## src/rtl/sb_io_out_arbiter_if.sv

```systemverilog
// sb_io_out_arbiter_if
//   Bundles the requester handshake and the SB_IO pin bus of sb_io_out_arbiter.
//   master : requester side (drives req_valid/req_data, observes everything else)
//   slave  : arbiter side  (drives req_ready, pin_d_out, pin_oe, grant_id, busy)
//
//   req_valid  NUM_REQ         request i wants the bus, held until req_ready[i]
//   req_data   NUM_REQ*DATA_W  data of requester i at [i*DATA_W +: DATA_W]
//   req_ready  NUM_REQ         one-hot acceptance
//   pin_d_out  DATA_W          registered data to SB_IO D_OUT_0
//   pin_oe     1               registered output enable to SB_IO
//   grant_id   GID_W           index of the most recent grant
//   busy       1               arbiter not idle
interface sb_io_out_arbiter_if #(
  parameter int NUM_REQ = 4,
  parameter int DATA_W  = 8,
  parameter int GID_W   = $clog2(NUM_REQ)
);
  logic [NUM_REQ-1:0]        req_valid;
  logic [NUM_REQ*DATA_W-1:0] req_data;
  logic [NUM_REQ-1:0]        req_ready;
  logic [DATA_W-1:0]         pin_d_out;
  logic                      pin_oe;
  logic [GID_W-1:0]          grant_id;
  logic                      busy;

  modport master (
    output req_valid, req_data,
    input  req_ready, pin_d_out, pin_oe, grant_id, busy
  );

  modport slave (
    input  req_valid, req_data,
    output req_ready, pin_d_out, pin_oe, grant_id, busy
  );
endinterface

```

## src/rtl/sb_io_out_arbiter.sv

```systemverilog
// sb_io_out_arbiter
//   Round-robin arbiter that shares one registered SB_IO output bus between
//   NUM_REQ requesters. A grant drives the winner's data with the enable high
//   for HOLD_CYCLES, then keeps the bus released (enable and data low) for
//   TURN_CYCLES before the next arbitration cycle.
//
//   clock    rising-edge clock
//   reset_n  synchronous reset, active low
//   bus      sb_io_out_arbiter_if.slave (handshake in, pin bus and status out)
module sb_io_out_arbiter #(
  parameter int NUM_REQ     = 4,
  parameter int DATA_W      = 8,
  parameter int HOLD_CYCLES = 2,
  parameter int TURN_CYCLES = 1
) (
  input  logic                  clock,
  input  logic                  reset_n,
  sb_io_out_arbiter_if.slave    bus
);

  localparam int GID_W   = $clog2(NUM_REQ);
  localparam int CNT_MAX = (HOLD_CYCLES > TURN_CYCLES) ? HOLD_CYCLES : TURN_CYCLES;
  localparam int CNT_W   = $clog2(CNT_MAX + 1);

  typedef enum logic [1:0] {
    S_IDLE,
    S_DRIVE,
    S_TURN
  } state_e;

  state_e             state_q,     state_d;
  logic [DATA_W-1:0]  pin_d_out_q, pin_d_out_d;
  logic               pin_oe_q,    pin_oe_d;
  logic [GID_W-1:0]   grant_id_q,  grant_id_d;
  logic [GID_W-1:0]   ptr_q,       ptr_d;
  logic [CNT_W-1:0]   cnt_q,       cnt_d;

  logic               win_found;
  logic [GID_W-1:0]   win_idx;
  logic [GID_W-1:0]   cand;

  // Round-robin search: the first valid requester at or above the pointer,
  // wrapping at NUM_REQ. Only the first hit is kept.
  always_comb begin
    // NOTE: every always_comb output gets a default before any branch so no
    // path leaves it unassigned, which would otherwise infer a latch.
    win_found = 1'b0;
    win_idx   = '0;
    cand      = '0;
    for (int k = 0; k < NUM_REQ; k++) begin
      cand = GID_W'((int'(ptr_q) + k) % NUM_REQ);
      if (!win_found && bus.req_valid[cand]) begin
        win_found = 1'b1;
        win_idx   = cand;
      end
    end
  end

  // Acceptance is only offered in IDLE and is forced low while reset is held,
  // so no transfer can be signalled during reset.
  assign bus.req_ready = (reset_n && (state_q == S_IDLE) && win_found)
                         ? (NUM_REQ'(1) << win_idx) : '0;

  always_comb begin
    state_d     = state_q;
    pin_d_out_d = pin_d_out_q;
    pin_oe_d    = pin_oe_q;
    grant_id_d  = grant_id_q;
    ptr_d       = ptr_q;
    cnt_d       = cnt_q;

    unique case (state_q)
      S_IDLE: begin
        // In IDLE a found winner is always ready, so a winner means a transfer.
        if (win_found) begin
          state_d     = S_DRIVE;
          pin_d_out_d = bus.req_data[win_idx*DATA_W +: DATA_W];
          pin_oe_d    = 1'b1;
          grant_id_d  = win_idx;
          ptr_d       = GID_W'((int'(win_idx) + 1) % NUM_REQ);
          cnt_d       = CNT_W'(HOLD_CYCLES - 1);
        end
      end
      S_DRIVE: begin
        if (cnt_q == '0) begin
          // Data is cleared together with the enable so the pad never sees
          // stale data while released.
          pin_oe_d    = 1'b0;
          pin_d_out_d = '0;
          if (TURN_CYCLES > 0) begin
            state_d = S_TURN;
            cnt_d   = CNT_W'((TURN_CYCLES > 0) ? TURN_CYCLES - 1 : 0);
          end else begin
            state_d = S_IDLE;
          end
        end else begin
          cnt_d = cnt_q - CNT_W'(1);
        end
      end
      S_TURN: begin
        if (cnt_q == '0) begin
          state_d = S_IDLE;
        end else begin
          cnt_d = cnt_q - CNT_W'(1);
        end
      end
      default: state_d = S_IDLE;
    endcase
  end

  // Synchronous reset aborts any grant in flight and rewinds the pointer.
  always_ff @(posedge clock) begin
    // NOTE: state uses non-blocking assignments so every flop samples the
    // pre-edge values regardless of statement order.
    if (!reset_n) begin
      state_q     <= S_IDLE;
      pin_d_out_q <= '0;
      pin_oe_q    <= 1'b0;
      grant_id_q  <= '0;
      ptr_q       <= '0;
      cnt_q       <= '0;
    end else begin
      state_q     <= state_d;
      pin_d_out_q <= pin_d_out_d;
      pin_oe_q    <= pin_oe_d;
      grant_id_q  <= grant_id_d;
      ptr_q       <= ptr_d;
      cnt_q       <= cnt_d;
    end
  end

  assign bus.pin_d_out = pin_d_out_q;
  assign bus.pin_oe    = pin_oe_q;
  assign bus.grant_id  = grant_id_q;
  assign bus.busy      = (state_q != S_IDLE);

endmodule

```

## src/flat_wrapper.sv

```systemverilog
// flat-port wrapper written by rule: the top's interface ports become plain ports
module sb_io_out_arbiter_flat 
#(
  parameter int NUM_REQ     = 4,
  parameter int DATA_W      = 8,
  parameter int HOLD_CYCLES = 2,
  parameter int TURN_CYCLES = 1
)
  (clock, reset_n, bus_req_valid, bus_req_data, bus_req_ready, bus_pin_d_out, bus_pin_oe, bus_grant_id, bus_busy);
  sb_io_out_arbiter_if #(.NUM_REQ(NUM_REQ), .DATA_W(DATA_W)) bus_i ();
  input  logic clock;
  input  logic reset_n;
  input wire logic [$bits(bus_i.req_valid)-1:0] bus_req_valid;
  input wire logic [$bits(bus_i.req_data)-1:0] bus_req_data;
  output wire logic [$bits(bus_i.req_ready)-1:0] bus_req_ready;
  output wire logic [$bits(bus_i.pin_d_out)-1:0] bus_pin_d_out;
  output wire logic [$bits(bus_i.pin_oe)-1:0] bus_pin_oe;
  output wire logic [$bits(bus_i.grant_id)-1:0] bus_grant_id;
  output wire logic [$bits(bus_i.busy)-1:0] bus_busy;
  assign bus_i.req_valid = bus_req_valid;
  assign bus_i.req_data = bus_req_data;
  assign bus_req_ready = bus_i.req_ready;
  assign bus_pin_d_out = bus_i.pin_d_out;
  assign bus_pin_oe = bus_i.pin_oe;
  assign bus_grant_id = bus_i.grant_id;
  assign bus_busy = bus_i.busy;
  sb_io_out_arbiter #(.NUM_REQ(NUM_REQ), .DATA_W(DATA_W), .HOLD_CYCLES(HOLD_CYCLES), .TURN_CYCLES(TURN_CYCLES)) u_core (.clock(clock), .reset_n(reset_n), .bus(bus_i));
endmodule
```

## config.mk

```make
export PLATFORM = sky130hd
export DESIGN_NAME = sb_io_out_arbiter_flat
export DESIGN_NICKNAME = d
export VERILOG_FILES = /design/src/rtl/sb_io_out_arbiter_if.sv /design/src/rtl/sb_io_out_arbiter.sv /design/src/flat_wrapper.sv
export SDC_FILE = /design/constraint.sdc
export NUM_CORES = 1
export LEC_CHECK = 0
export ABC_AREA = 0
export CORE_UTILIZATION = 38
export DETAILED_ROUTE_END_ITERATION = 7
export HOLD_SLACK_MARGIN = 0.12
export PLACE_DENSITY = 0.87
export RECOVER_POWER = 100
export SETUP_SLACK_MARGIN = 0.2
export SYNTH_ARGS = -nofsm -noshare
export SYNTH_HDL_FRONTEND = slang
export SYNTH_SLANG_ARGS = --single-unit
```

## constraint.sdc

```tcl
create_clock -name clock -period 1.8 [get_ports clock]
set_clock_uncertainty 0.1 [all_clocks]
set_input_delay 0.27 -clock clock [delete_from_list [all_inputs] [get_ports clock]]
set_output_delay 0.27 -clock clock [all_outputs]
set_load 0.02 [all_outputs]
```

==> results.ini, run 1 <==
[worst_setup_path]
slowest_delay_ps = 390
end_kind = output pin
crit_path_start_kind = register
crit_path_top_delay_cell = dfxtp_4
path_max_fanout = 4
worstPathRequired_ps = 1430
path_cells = nand2b_1 -> a21oi_2 -> nor3_4 -> inv_2 -> ha_4 -> and3_4 -> buf_6
cp_data_arrival_time_ps = 1820
critical_path_class = reg -> out

[timing]
fin_ws_ps = -386.4
slew_viol_final = 0
fmax_mhz = 457.4
period_share_pct = 121.5
rsz0062_at_grt = true
maxSlewHeadroom_pct = 79.41
worstMarginPinSlew_ps = 307.9
report.final.hold_viol_count = 0
min_period_ps = 2186
whs_ps = 389.9
setup_viol_count_final = 12

[die]
core-area_sq_um = 3053
num_io_pins = 54
num_rows = 20
fp.dieW_um = 58.57
initial_utilization_pct = 39.84
die_y_um = 58.57
dieArea_sq_um = 3430

[clock_network]
clk_pin_slew_ps = 110
cts_root_buf = clkbuf_4
clock-sinks = 17
clockBufferDepth = 2
cts_inserted_buffers = 3
cts_tree = done
clk_latency_ps = 300
htree_levels = 1
holdBufCountCts = 0

[placement]
placedCellCount = 264
place_hpwl_um = 2783
routabilityCongestion = 0.7632
portBuffers = 53

[synth]
muxShareOfSynthArea_pct = 10.70
synth-simple-area-share_pct = 20.37
synthDistinctLibCells = 31
yosys.area_share.adder_pct = 12.35
synth_flop_cell = dfxtp_1
synth_xor_area_share_pct = 0
syn_area_sq_um = 1216
synth_largest_area_cell = dfxtp_1
avgSynthCellArea_sq_um = 8.217
synthCells = 148
netlist.area_leader.share_pct = 27.98
synth-seq-cells = 17
yosysWarnings = 0
synth_fp_nets = 198
synthArstFlopShare_pct = 0
synth_compound_area_share_pct = 22.63
synth_edf_count = 0
synth_top_family_by_area = compound AO/OA/AOI/OAI gates
ys_seq_area_share_pct = 27.98
synth_area_leaders = dfxtp_1 (28%), ha_1 (12%), mux2i_1 (11%), and3_1 (6.2%), a21boi_0 (5.6%)

[route]
drtAntennaViolNets = 0
detail_route.iter0.violations = 58
wl_per_cell_um = 14.52
via_count = 1447
finalWirelength_um = 4096
first_pass_iters = 4
route.detailed.drc = 0
viasPerCell = 5.131

[global_routing]
grt_pass1_wl_um = 6120
antenna_found_initial = 0
grt_overflow_total = 0
grtUsageTotal_pct = 23.68
grt_pass1_vias = 1321
grt_start_max_net_pins = 17

[final_layout]
n_antenna_cell = 0
layout_commonest_cell = clkdlybuf4s50_1
layout.cells.non_filler = 282
fin_nets = 289
drive_gt1_share_pct = 37.82
synthToLayoutAreaGrowth_pct = 92.70
final_cell_mix = clkdlybuf4s50_1 (33), buf_4 (26), buf_6 (18)

[power]
p_leak_nw = 1.024
power.density_nw_per_um2 = 1196
max-vdd-ir-drop_mv = 0.8038

[run_status]
violations = setup timing
run_status = complete, but fails checks

[flow_run]
drv_cap = 0

[min_path]
hold_path.class = reg -> reg

[cells in the mapped netlist (all sizes together) (4+ instances only)]
master,n
mux2i,13
and3,12
dfxtp,17
nand2,14
ha,12
a21boi,9
o21ai,14
nor2,9
nor2b,4
a21oi,5
inv,10
o211ai,8
[cell type report]
class                      count  area, sq um
multi-input combinational    115         1006
tap                           44        55.05
clock inverter                 1        5.005
clock buffer                   3        22.52
fill                         209        709.4
timing repair buffer          92        860.8
inverter                      10        45.04
sequential                    17        349.1
[cell families after synthesis]
group,Yosys count
adder cells (fa/ha/maj),12
buffers and inverters,16
AO/OA/AOI/OAI,42
multiplexers,13
flip-flops,17
AND/OR/NAND/NOR,48
[where the power goes]
part	internal, W	switching, W	leakage [nW]
Combinational	0.00100	0.000966	0.865
Clock	0.0000829	0.000135	0.0177
Sequential	0.000523	0.0000937	0.142
Total	0.00161	0.00119	1.02
[worst max-delay path: cells and delay by family (launching register included)]
kind                     cells  cell delay [ps]
buffers and inverters        2              240
adder cells (fa/ha/maj)      1              170
AO/OA/AOI/OAI                1              100
AND/OR/NAND/NOR              3              630
flip-flops                   1              390
[routing by layer]
layer | vias up | routed length [um] | track usage (%)
met1 | 697 | 1645 | 26.72
met2 | 36 | 2211 | 46.47
met3 | 6 | 173 | 3.297
met5 | - | 0 | 0
met4 | 0 | 65 | 5.442
li1 | 708 | - | -
[worst paths after layout]
| path | start | depth (start not counted) | to | slack [ps] |
|---|---|---|---|---|
| worst min-delay path | u_core.bus.pin_d_out[5] | 2 | u_core.bus.pin_d_out[5] | 390 |
| worst max register to register | u_core.state_q[0] | 11 | u_core.bus.pin_d_out[0] | -150 |
| worst min register to register | u_core.bus.pin_d_out[5] | 2 | u_core.bus.pin_d_out[5] | 390 |
| worst max-delay path | u_core.ptr_q[1] | 7 | bus_req_ready[2] | -390 |
[through the flow]
step                utilization, %  area [sq um]  power (W)  worst slack, ps  setup TNS, ps
detailed placement           66.56          2032   0.002131           -910.6         -11540
finish                       76.76          2344   0.002803           -386.4          -2457
CTS                          72.75          2221   0.002540           -359.5          -2171
global placement             66.56          2032   0.002085           -866.0         -10740
global route                 76.76          2344   0.002995           -472.2          -3710
floorplan                        -          1308   0.001523           -17.24         -34.50
[sequential cells by signal, summed over array words and instances (netlist names)]
signal                count
u_core.ptr_q              2
u_core.state_q            2
u_core.bus.pin_oe         1
u_core.bus.grant_id       2
u_core.cnt_q              2
u_core.bus.pin_d_out      8
[repair_timing]
action                     4_1_cts  5_1_grt
buffers inserted                 6        8
pin swaps                       17        9
gates resized for setup         86       17
gates cloned                     0        0
setup endpoints to repair       32       21
(Power assumes the default switching activity.)
==> run 2: changes to the inputs <==
--- a/config.mk
+++ b/config.mk
@@ -6,6 +6,7 @@
 export NUM_CORES = 1
 export LEC_CHECK = 0
 export ABC_AREA = 0
+export CORE_MARGIN = 2
 export CORE_UTILIZATION = 38
 export DETAILED_ROUTE_END_ITERATION = 7
 export HOLD_SLACK_MARGIN = 0.12
==> run 2 against run 1 <==
Net effect: the run still ends with setup timing left; cell area is 1.8% higher; clock-buffer cell count increased by 1; clock power hardly changed; die area up 6.9%; first-iteration DRC count up 14%; flip-flop and latch count is the same; global-route usage down 1.0 points; maximum frequency increased by 0.35%; cell count is 1.8% higher; via count rose by 4.1%; sequential share of layout area decreased by 0.15 points; critical path type unchanged.
==> results.ini, run 2 (synthesis gave the netlist of run 1 again) <==
[global_routing]
grt-busiest-layer = met2
grt_overflow_total = 0
met3_usage_pct = 3.412
use_met2_pct = 42.24
grt_pass1_wl_um = 6237
grt_pass1_vias = 1377
antenna_found_initial = 0
grt_start_max_net_pins = 17
grtUsageTotal_pct = 22.64
use_met1_pct = 26.47

[worst_setup_path]
cp_data_arrival_time_ps = 1810
worst-path-buf-inv = 2
worstPathRequired_ps = 1430
path_max_fanout = 5
slowest_delay_ps = 400
startpoint = u_core.ptr_q[1]
r2r-start = u_core.state_q[1]
critical_path_class = reg -> out
path_delay_family = simple AND/OR/NAND/NOR gates
critical_path_depth = 7
r2r_slack_ps = -90
r2r_end = u_core.bus.pin_d_out[7]
crit_end = bus_req_ready[2]
r2r_cells = 9
crit_path_start_kind = register
crit_path_top_delay_cell = dfxtp_4
end_kind = output pin
path_cells = mux2i_2 -> nor2_2 -> nor3_4 -> inv_2 -> ha_4 -> and3_4 -> buf_6

[timing]
period_share_pct = 121.0
fin_ws_ps = -378.7
worstMarginPinSlew_ps = 330.1
fmax_mhz = 459.0
slew_viol_final = 0
min_period_ps = 2179
setup_viol_count_final = 12
rsz0062_at_grt = true
maxSlewHeadroom_pct = 77.91
report.final.hold_viol_count = 0

[power]
swShare_pct = 42.59
internal_power_w = 0.001673
clock_power_share_pct = 7.6
comb_power_share_pct = 70.5
max-vdd-ir-drop_mv = 0.8955
p_leak_nw = 1.045
p_switching_w = 0.001241
pwr-share-seq_pct = 22.0
power.density_nw_per_um2 = 1222

[final_layout]
n_antenna_cell = 0
final_cell_mix = clkdlybuf4s50_1 (33), buf_4 (30), buf_6 (19)
layout_commonest_cell = clkdlybuf4s50_1
fin_nets = 294
postLayoutCellArea_sq_um = 2385
drive_gt1_share_pct = 39.92
fill_cells = 202
synthToLayoutAreaGrowth_pct = 96.09
fin_util_pct = 78.11
largest_reg_flops = 8
layout.cells.non_filler = 287

[placement]
portBuffers = 53
pre_cts_ws_ps = -983.0
place_hpwl_um = 2796
routabilityCongestion = 0.7750
placedCellCount = 264
placed_cell_area_sq_um = 2032

[clock_network]
clk_latency_ps = 300
cts_root_buf = clkbuf_4
htree_levels = 1
cts_tree = done
holdBufCountCts = 0
cts_inserted_buffers = 3
clockBufferDepth = 2
clk_pin_slew_ps = 100
clock-sinks = 17

[run_status]
violations = setup timing
run_status = complete, but fails checks

[route]
via_count = 1507
first_pass_iters = 4
route.detailed.drc = 0
viasPerCell = 5.251
drtAntennaViolNets = 0
wl_per_cell_um = 15.82
detail_route.iter0.violations = 66
finalWirelength_um = 4540

[die]
die_y_um = 60.57
fp.dieW_um = 60.57
num_rows = 20
num_io_pins = 54
initial_utilization_pct = 39.84
dieArea_sq_um = 3669
core-area_sq_um = 3053

[min_path]
hold_path.class = reg -> reg
min_from = u_core.bus.pin_d_out[4]

[flow_run]
drv_cap = 0

-- run 2: changes by cell type in the layout (fill, tap and decap cells not counted), sizes merged --
| cell | delta |
|---|---|
| dlygate4sd2 | -1 |
| buf | +5 |
| clkinv | -1 |
| clkdlybuf4s15 | +1 |
| clkbuf | +1 |
-- run 2: final cells by class --
cell class | count | area [sq um] | share of cell area, %
multi-input cells | 115 | 1002 | 42.03
repair buffers | 97 | 904.6 | 37.93
flip-flops and latches | 17 | 351.6 | 14.74
well taps | 44 | 55.05 | 2.308
inverters | 10 | 45.04 | 1.889
clock buffers | 4 | 26.28 | 1.102
-- run 2: through the flow --
step                      power [W]  setup TNS [ps]  hold slack [ps]
after detailed placement   0.002145          -11970            365.5
after global routing       0.003090           -3225            409.2
after floorplan            0.001523          -34.50            382.2
after global placement     0.002092          -10970            362.3
after CTS                  0.002617           -1648            387.0
final                      0.002914           -1946            377.9
-- run 2: worst min-delay path by stage --
stage / cells after the start / endpoint
finish: 2 / u_core.bus.pin_d_out[4]
CTS: 2 / u_core.bus.pin_d_out[1]
global route: 2 / u_core.bus.pin_d_out[2]
detailed placement: 2 / u_core.bus.pin_d_out[1]
floorplan: 2 / u_core.bus.pin_d_out[0]
global placement: 2 / u_core.bus.pin_d_out[6]
-- run 2: per-layer routing --
layer / share of wire, % / vias to the layer above
met3: 4.9 / 10
met2: 55 / 66
li1: - / 717
met5: 0 / -
met4: 1.9 / 0
met1: 38 / 714
-- run 2: power groups by stage --
stage / registers [W] / logic (W) / clock network (W)
final: 0.000640 / 0.00205 / 0.000220
after global routing: 0.000648 / 0.00219 / 0.000254
after CTS: 0.000609 / 0.00178 / 0.000225
after detailed placement: 0.000608 / 0.00154 / 0
after global placement: 0.000602 / 0.00149 / 0
after floorplan: 0.000712 / 0.000811 / 0
-- run 2: what timing repair did --
action	4_1_cts	5_1_grt
setup endpoints to repair	33	22
gates resized for setup	85	25
pin swaps	17	13
setup buffers	13	6
-- run 2: worst min-delay path, cell delays in order, from the launching register on --
cell      delay [ps]
dfxtp_1          340
nand2_1           50
o211ai_1          60
